`src/rtl/uart_io_pkg.sv`:
```
// Shared definitions for the UART I/O bridge: register word addresses,
// STATUS bit positions and the default baud divider.
package uart_io_pkg;

  localparam logic [13:0] UIO_TXDATA = 14'h3F00;
  localparam logic [13:0] UIO_STATUS = 14'h3F01;
  localparam logic [13:0] UIO_RXDATA = 14'h3F02;
  localparam logic [13:0] UIO_CTRL   = 14'h3F03;

  localparam int ST_TX_EMPTY = 0;
  localparam int ST_TX_FULL  = 1;
  localparam int ST_RX_NEMPTY = 2;
  localparam int ST_RX_FULL  = 3;
  localparam int ST_TX_OVF   = 4;
  localparam int ST_RX_OVF   = 5;

  localparam int CTRL_RX_EN   = 16;
  localparam int CTRL_NO_ECHO = 17;

  // 100 MHz system clock divided down to 115200 baud
  localparam logic [15:0] UIO_TERM_RST = 16'd868;

endpackage

```
`src/rtl/uart_io_fifo.sv`:
```
// Synchronous FIFO with extra-MSB pointers; a push into a full FIFO is
// accepted only when a pop happens in the same cycle.
module uart_io_fifo #(
  parameter int DEPTH = 4,
  parameter int WIDTH = 8
) (
  input  logic             clk,
  input  logic             rst_n,
  input  logic             push,
  input  logic             pop,
  input  logic [WIDTH-1:0] wdata,
  output logic [WIDTH-1:0] rdata,
  output logic             full,
  output logic             empty
);

  localparam int AW = $clog2(DEPTH);

  logic [AW:0]      wr_ptr;
  logic [AW:0]      rd_ptr;
  logic [WIDTH-1:0] mem [DEPTH];
  logic             do_push;
  logic             do_pop;

  assign empty   = (wr_ptr == rd_ptr);
  assign full    = (wr_ptr[AW] != rd_ptr[AW]) && (wr_ptr[AW-1:0] == rd_ptr[AW-1:0]);
  assign do_pop  = pop && !empty;
  assign do_push = push && (!full || do_pop);
  assign rdata   = mem[rd_ptr[AW-1:0]];

  always_ff @(posedge clk or negedge rst_n) begin
    if (!rst_n) begin
      wr_ptr <= '0;
      rd_ptr <= '0;
    end else begin
      if (do_push) wr_ptr <= wr_ptr + 1'b1;
      if (do_pop)  rd_ptr <= rd_ptr + 1'b1;
    end
  end

  // Storage needs no reset: the pointers alone define what is valid
  always_ff @(posedge clk) begin
    if (do_push) mem[wr_ptr[AW-1:0]] <= wdata;
  end

endmodule

```
`src/rtl/uart_io_bridge.sv`:
```
// Memory-mapped UART peripheral: TX FIFO drained into the monitor under
// back-pressure, RX FIFO polled by the CPU, plus baud/echo control.
module uart_io_bridge
  import uart_io_pkg::*;
#(
  parameter int          TX_DEPTH = 4,
  parameter int          RX_DEPTH = 8,
  parameter logic [15:0] TERM_RST = UIO_TERM_RST
) (
  input  logic        clk,
  input  logic        rst_n,
  input  logic        io_we,
  input  logic [15:2] io_wadr,
  input  logic [31:0] io_wdata,
  input  logic        io_radr_en,
  input  logic [15:2] io_radr,
  output logic [31:0] io_rdata,
  output logic [7:0]  uart_io_char,
  output logic        uart_io_we,
  input  logic        uart_io_full,
  input  logic [7:0]  rout,
  input  logic        rout_en,
  output logic [15:0] uart_term,
  output logic        rx_disable_echoback
);

  logic       wr_txdata, wr_status, wr_ctrl, rd_rxdata;
  logic       tx_full, tx_empty, tx_pop, tx_ovf, tx_ovf_set;
  logic       rx_full, rx_empty, rx_push, rx_pop, rx_ovf, rx_ovf_set;
  logic       rx_en;
  logic [7:0] tx_head, rx_head;
  logic [5:0] status_bits;
  logic [31:0] rd_mux;
  logic       unused_wdata;

  assign unused_wdata = ^io_wdata[31:18];

  assign wr_txdata = io_we && (io_wadr == UIO_TXDATA);
  assign wr_status = io_we && (io_wadr == UIO_STATUS);
  assign wr_ctrl   = io_we && (io_wadr == UIO_CTRL);
  assign rd_rxdata = io_radr_en && (io_radr == UIO_RXDATA);

  // Drain is combinational so back-pressure is honoured in the same cycle
  assign tx_pop       = !tx_empty && !uart_io_full;
  assign uart_io_we   = tx_pop;
  assign uart_io_char = tx_pop ? tx_head : 8'h00;
  assign tx_ovf_set   = wr_txdata && tx_full && !tx_pop;

  assign rx_push    = rout_en && rx_en;
  assign rx_pop     = rd_rxdata && !rx_empty;
  assign rx_ovf_set = rx_push && rx_full && !rx_pop;

  uart_io_fifo #(.DEPTH(TX_DEPTH), .WIDTH(8)) u_tx_fifo (
    .clk   (clk),
    .rst_n (rst_n),
    .push  (wr_txdata),
    .pop   (tx_pop),
    .wdata (io_wdata[7:0]),
    .rdata (tx_head),
    .full  (tx_full),
    .empty (tx_empty)
  );

  uart_io_fifo #(.DEPTH(RX_DEPTH), .WIDTH(8)) u_rx_fifo (
    .clk   (clk),
    .rst_n (rst_n),
    .push  (rx_push),
    .pop   (rx_pop),
    .wdata (rout),
    .rdata (rx_head),
    .full  (rx_full),
    .empty (rx_empty)
  );

  always_ff @(posedge clk or negedge rst_n) begin
    if (!rst_n) begin
      uart_term           <= TERM_RST;
      rx_en               <= 1'b0;
      rx_disable_echoback <= 1'b0;
    end else if (wr_ctrl) begin
      uart_term           <= io_wdata[15:0];
      rx_en               <= io_wdata[CTRL_RX_EN];
      rx_disable_echoback <= io_wdata[CTRL_NO_ECHO];
    end
  end

  // Sticky overflow flags; a hardware set wins over a W1C in the same cycle
  always_ff @(posedge clk or negedge rst_n) begin
    if (!rst_n) begin
      tx_ovf <= 1'b0;
      rx_ovf <= 1'b0;
    end else begin
      tx_ovf <= tx_ovf_set || (tx_ovf && !(wr_status && io_wdata[ST_TX_OVF]));
      rx_ovf <= rx_ovf_set || (rx_ovf && !(wr_status && io_wdata[ST_RX_OVF]));
    end
  end

  always_comb begin
    status_bits               = '0;
    status_bits[ST_TX_EMPTY]  = tx_empty;
    status_bits[ST_TX_FULL]   = tx_full;
    status_bits[ST_RX_NEMPTY] = !rx_empty;
    status_bits[ST_RX_FULL]   = rx_full;
    status_bits[ST_TX_OVF]    = tx_ovf;
    status_bits[ST_RX_OVF]    = rx_ovf;
  end

  always_comb begin
    rd_mux = '0;
    case (io_radr)
      UIO_STATUS: rd_mux = {26'b0, status_bits};
      UIO_RXDATA: rd_mux = rx_empty ? 32'h0 : {23'b0, 1'b1, rx_head};
      UIO_CTRL:   rd_mux = {14'b0, rx_disable_echoback, rx_en, uart_term};
      default:    rd_mux = '0;
    endcase
  end

  always_ff @(posedge clk or negedge rst_n) begin
    if (!rst_n) begin
      io_rdata <= '0;
    end else if (io_radr_en) begin
      io_rdata <= rd_mux;
    end
  end

endmodule

```
`config.mk`:
```
export PLATFORM = sky130hd
export DESIGN_NAME = uart_io_bridge
export DESIGN_NICKNAME = d
export VERILOG_FILES = /design/src/rtl/uart_io_pkg.sv /design/src/rtl/uart_io_fifo.sv /design/src/rtl/uart_io_bridge.sv
export SDC_FILE = /design/constraint.sdc
export NUM_CORES = 1
export LEC_CHECK = 0
export CORE_ASPECT_RATIO = 0.6
export CORE_UTILIZATION = 52
export DETAILED_ROUTE_END_ITERATION = 10
export HOLD_SLACK_MARGIN = 0.15
export PLACE_DENSITY_LB_ADDON = 0.05
export SYNTH_ARGS = -nofsm -noshare
export SYNTH_HDL_FRONTEND = slang
export SYNTH_HIERARCHICAL = 1
export SYNTH_SLANG_ARGS = --single-unit
```
`constraint.sdc`:
```
create_clock -name clk -period 4.3 [get_ports clk]
set_input_delay 0.43 -clock clk [delete_from_list [all_inputs] [get_ports clk]]
set_output_delay 0.43 -clock clk [all_outputs]
set_load 0.02 [all_outputs]
```
After elaboration in Yosys (flattened, before gate mapping) --
Memory sizes are Yosys's and may differ from the RTL's. Index checks and enable logic that the tools add are counted.
Word-level totals: memories kept 2, bits in registers 66, input bits 74, RAM bits 96, output and inout port bits 58
Memories:
- u_rx_fifo.mem | depth 8, width 8, rd ports 1, clocked after Yosys merged registers in 0, wr ports 1, RTL line uart_io_fifo.sv:21 | logic [WIDTH-1:0] mem [DEPTH];
- u_tx_fifo.mem | depth 4, width 8, rd ports 1, clocked after Yosys merged registers in 0, wr ports 1, RTL line uart_io_fifo.sv:21
Cells by class: equality and inequality tests 12, add/sub/neg operators 4, reductions and logical operators 34, mux-type cells 7
Operator list (number):
- $eq A14 B14 Y1 const B | 6
- $pmux W18 S3 | 1
- $logic_and A1 B1 Y1 | 21
- $logic_not A1 Y1 | 9
- $mux W9 | 1
- $add A4 B1 Y4 const B | 2
- $mux W8 | 1
- $add A3 B1 Y3 const B | 2
- $eq A3 B3 Y1 | 2
- $eq A4 B4 Y1 | 1
- $logic_or A1 B1 Y1 | 4
- $mux W1 | 4
- $eq A2 B2 Y1 | 1
- $ne A1 B1 Y1 | 2

Longest topological paths before layout --
depth in word-level cells 8, gate-level depth with buffers 12

Modules after synthesis --
The synthesis kept the hierarchy.
Modules (own cells, without submodules):
- uart_io_fifo at u_rx_fifo | area an instance 3088.0 µm², seq. area each 2122.0 µm², instances 1, cells an instance 150
- uart_io_bridge | area an instance 1911.8 µm², seq. area each 957.2 µm², instances 1, cells an instance 152
- uart_io_fifo at u_tx_fifo | area an instance 1621.6 µm², seq. area each 1111.1 µm², instances 1, cells an instance 88

Worst setup path before layout --
OpenSTA, ideal clock, no wires.
path kind reg-to-reg, start register u_rx_fifo.rd_ptr[0], end memory u_rx_fifo.mem[3][0] (enable), data required time 3902 ps, cell stages (with the launch flop) 11, setup slack 1062 ps, data arrival time 2840 ps, period minus slack after synthesis 3238 ps, setup time 398 ps, cell sequence dfrtp_1 buf_6 xnor2_2 nand3_2 buf_6 nor2_1 nor2_1 and3_1 buf_2 nor3_2 nor4b_1
Between the ends: longest elaborated chain between the ends 8, elaborated cells between the ends (all ways) 11
RTL lines:
- start, declared | RTL line uart_io_fifo.sv:20 | logic [AW:0] rd_ptr;
- start signal, assigned | RTL line uart_io_fifo.sv:37 | if (do_pop) rd_ptr <= rd_ptr + 1'b1;
- $eq A4 B4 Y1 | RTL line uart_io_fifo.sv:25 | assign empty = (wr_ptr == rd_ptr);
- net rx_empty | RTL line uart_io_bridge.sv:29 | logic rx_full, rx_empty, rx_push, rx_pop, rx_ovf, rx_ovf_set;
- $logic_not A1 Y1 | RTL line uart_io_bridge.sv:50 | assign rx_pop = rd_rxdata && !rx_empty;
- $logic_and A1 B1 Y1 | RTL line uart_io_bridge.sv:50
- net rx_pop | RTL line uart_io_bridge.sv:29
- $logic_and A1 B1 Y1 | RTL line uart_io_fifo.sv:27 | assign do_pop = pop && !empty;
- $logic_or A1 B1 Y1 | RTL line uart_io_fifo.sv:28 | assign do_push = push && (!full || do_pop);
- $logic_and A1 B1 Y1 | RTL line uart_io_fifo.sv:28
- $mux W1 | RTL line uart_io_fifo.sv:43 | if (do_push) mem[wr_ptr[AW-1:0]] <= wdata;
- $mux W1 (not written as such) | RTL line uart_io_fifo.sv:43
- end, declared | RTL line uart_io_fifo.sv:21
The timed path passes the listed nets, and every way through them passes these cells.

Worst setup path in the final report --
start register u_tx_fifo.rd_ptr[1], end output uart_io_char[3]
Between the ends: longest elaborated chain between the ends 4, elaborated cells between the ends (all ways) 5
RTL lines:
- start, declared | RTL line uart_io_fifo.sv:20
- start signal, assigned | RTL line uart_io_fifo.sv:37
- $eq A3 B3 Y1 | RTL line uart_io_fifo.sv:25
- net tx_empty | RTL line uart_io_bridge.sv:28 | logic tx_full, tx_empty, tx_pop, tx_ovf, tx_ovf_set;
- $logic_not A1 Y1 | RTL line uart_io_bridge.sv:44 | assign tx_pop = !tx_empty && !uart_io_full;
- $logic_and A1 B1 Y1 | RTL line uart_io_bridge.sv:44
- $mux W8 | RTL line uart_io_bridge.sv:46 | assign uart_io_char = tx_pop ? tx_head : 8'h00;
- end, declared | RTL line uart_io_bridge.sv:18 | output logic [7:0] uart_io_char,
The timed path passes the listed nets, and every way through them passes these cells.

==> out/metrics.cfg <==
[clock_network]
clockRootBuffer=clkbuf_16
ctsResizeCount=0
cts_setup_buffers=0
htreeDepth=4
clock_sinks=148
cts_tree=yes
cts_buffers=17
insertion_delay_ns=0.42
clk_pin_slew_ns=0.06
clockBufferDepth=2

[floorplanning]
core_sq_mm=0.0122
fp.dieArea_sq_mm=0.0132
rows=31
start_util=0.542
die_width_microns=148
fp.dieH_microns=89.4
ios=132

[timing]
hold_viol_final=0
fmax_mhz=292
fin_crit_sh=0.797
max_slew.worst_pin.slew_ns=0.703
finalSetupViolCount=0
worst_hold_slack_ns=0.406
finClkSkew_ns=0.00683
slew_violations=0
setup_tns_ns=0
rsz0062_at_grt=no
fin_crit_ns=3.43
slew_headroom=0.527

[global_route]
antenna_found_initial=0
grt_pass1_wl_microns=21000
grt_pass1_vias=3759
grt_max_degree=46
track_usage=0.223
gr-total-overflow=0

[finish]
stdcell_count=689
num-fill-cells=860
antennaDiodeCount=0
drive_above_1_share=0.210
syn_to_final_growth_pct=26.6
final_nets=592
post-route-util=0.686

[worst_setup_path]
startpoint_type=flip-flop
path_class=reg2out
cp.buffers_inverters=2
critPathTopFamily=simple AND/OR/NAND/NOR gates
slowest_delay_ns=0.68
required_ns=3.87
crit_arrival_ns=3.00
crit_chain=xor2_1 > buf_4 > nor3_1 > nor2_1 > and2_1 > clkdlybuf4s50_1
cp_max_fo=12
crit_path_top_delay_cell=dfrtp_1
worstSetupEndpointType=primary output

[placed_design]
placed_cells=656
dp_hpwl_microns=9710
place.gp.congestion=0.787
io_buffers=103

[logic_synthesis]
synth.most_common_cell=edfxtp_1
yosysTopAreaCellShare=0.435
syn_area_per_cell_sq_um=17.0
ys_warn_count=6
yosys.area.top_type=edfxtp_1
ys_ff_latch=148
synth-main-ff-cell=edfxtp_1
seq_area_frac_synth=0.633
synth_edf_count=96
synth_area_sq_mm=0.00662
yosysUniqueCellTypes=62
synth_common_cells=96 x edfxtp_1, 47 x dfrtp_1, 18 x mux2_4
synth_async_sr_flop_share=0.351
synthTopCellsByArea=edfxtp_1 44%, dfrtp_1 18%, mux4_2 5.4%
netlist_instances=390

[min_path]
hold_path_class=in2async

[routing]
wl_per_cell_microns=20.1
drtIter0Drc=216
postRouteAntennaNets=0
first_pass_iters=4
vias_per_cell=5.53
drc_errors=0
wl_microns=13800
vias=3809

[run]
drv_cap=0

[power]
power_frac_seq=0.449
clkPwrFrac=0.424
powerDensity_mw_per_mm2=416
leakagePower_nw=3.19
vdd_drop_max_uv=309
switching_power_mw=0.824
intPower_mw=2.67
combPwrFrac=0.127
power_mw=3.49
p_sw_frac=0.236

[outcome]
status=finished clean

## placed cells by master, fill, tap and decap left out, types with 3 or more instances in the layout
cell type        count
a221o_1              6
a22o_1              15
and2_1              10
and3_1               8
buf_4               19
bufinv_16            3
clkbuf_16           17
clkdlybuf4s50_1    102
clkinv_4             3
clkinvlp_4           4
conb_1              14
dfrtp_1             47
dfstp_2              5
edfxtp_1            96
ha_1                 7
inv_1                7
mux2_1               3
mux2_2               9
mux2_4              18
mux4_1               8
mux4_2              16
nand2_1             10
nand4_1              5
nor2_1              10
nor2b_1              9
nor3_1               7
nor4_1               4
o2bb2ai_1            3
or4_1                3
xnor2_1              8
xor2_1               4
## power groups by stage
stage | sequential (mW) | clock [mW] | combinational [mW]
6_report | 1.57 | 1.48 | 0.443
5_1_grt | 1.57 | 1.57 | 0.480
4_1_cts | 1.57 | 1.51 | 0.447
3_5_place_dp | 1.60 | 0 | 0.445
3_3_place_gp | 1.59 | 0 | 0.437
2_1_floorplan | 1.57 | 0 | 0.292
## through the flow
stage | instance area (sq um) | worst slack (ns)
after CTS | 8390 | 0.817
after floorplan | 6670 | 1.06
after detailed placement | 7780 | 1.25
after global routing | 8390 | 0.699
after global placement | 7780 | 1.33
final | 8390 | 0.874
## cell type report
class | count | area [sq um] | area share
Clock buffer | 19 | 433 | 0.0516
Clock inverter | 13 | 160 | 0.0191
Inverter | 7 | 26.3 | 0.00313
Multi-Input combinational cell | 214 | 2190 | 0.261
Sequential cell | 148 | 4190 | 0.500
Tap cell | 165 | 206 | 0.0246
Timing Repair Buffer | 123 | 1180 | 0.141
## registers in the layout, indices dropped and copies added, names as in the netlist
signal,flops
u_rx_fifo/mem,64
u_tx_fifo/mem,32
io_rdata,18
uart_term,16
u_rx_fifo/rd_ptr,4
u_rx_fifo/wr_ptr,4
u_tx_fifo/rd_ptr,3
u_tx_fifo/wr_ptr,3
rx_disable_echoback,1
rx_en,1
rx_ovf,1
tx_ovf,1
## worst paths after layout
path	to	slack, ns	depth (start not counted)	start
setup reg to reg	u_tx_fifo/mem[2][3]$_DFFE_PP_	1.23	7	u_tx_fifo/rd_ptr[1]$_DFFE_PN0P_
setup / recovery	uart_io_char[3]	0.87	6	u_tx_fifo/rd_ptr[1]$_DFFE_PN0P_
max in group asynchronous	io_rdata[9]$_DFFE_PN0P_	3.06	3	rst_n
min in group clk	io_rdata[6]$_DFFE_PN0P_	0.50	1	io_rdata[6]$_DFFE_PN0P_
hold / removal	uart_term[1]$_DFFE_PN0P_	0.41	2	rst_n
hold reg to reg	io_rdata[6]$_DFFE_PN0P_	0.50	1	io_rdata[6]$_DFFE_PN0P_
## what timing repair did
| item | CTS | global route |
|---|---|---|
| hold endpoints to repair | 7 | 0 |
| endpoints found under the setup margin | 0 | 0 |
| hold buffers | 1 | 0 |
## kinds of logic (layout without fill, tap and decap cells)
kind of cell / Yosys count / count (layout) / share of synthesized area
XOR/XNOR: 14 / 14 / 0.0208
buffers and inverters: 41 / 162 / 0.0437
flip-flops: 148 / 148 / 0.633
adder cells (fa/ha/maj): 7 / 7 / 0.0132
AO/OA/AOI/OAI: 47 / 47 / 0.0673
AND/OR/NAND/NOR: 78 / 78 / 0.0743
other: 1 / 14 / 0.000566
multiplexers: 54 / 54 / 0.147
## per-layer routing
layer  up-vias  share of wire  track usage
met3        11          0.088       0.0801
met5         -              0            0
li1       1761              -            -
met4         0         0.0075       0.0665
met1      1901           0.48        0.316
met2       136           0.43        0.326
(Power assumes the default switching activity.)
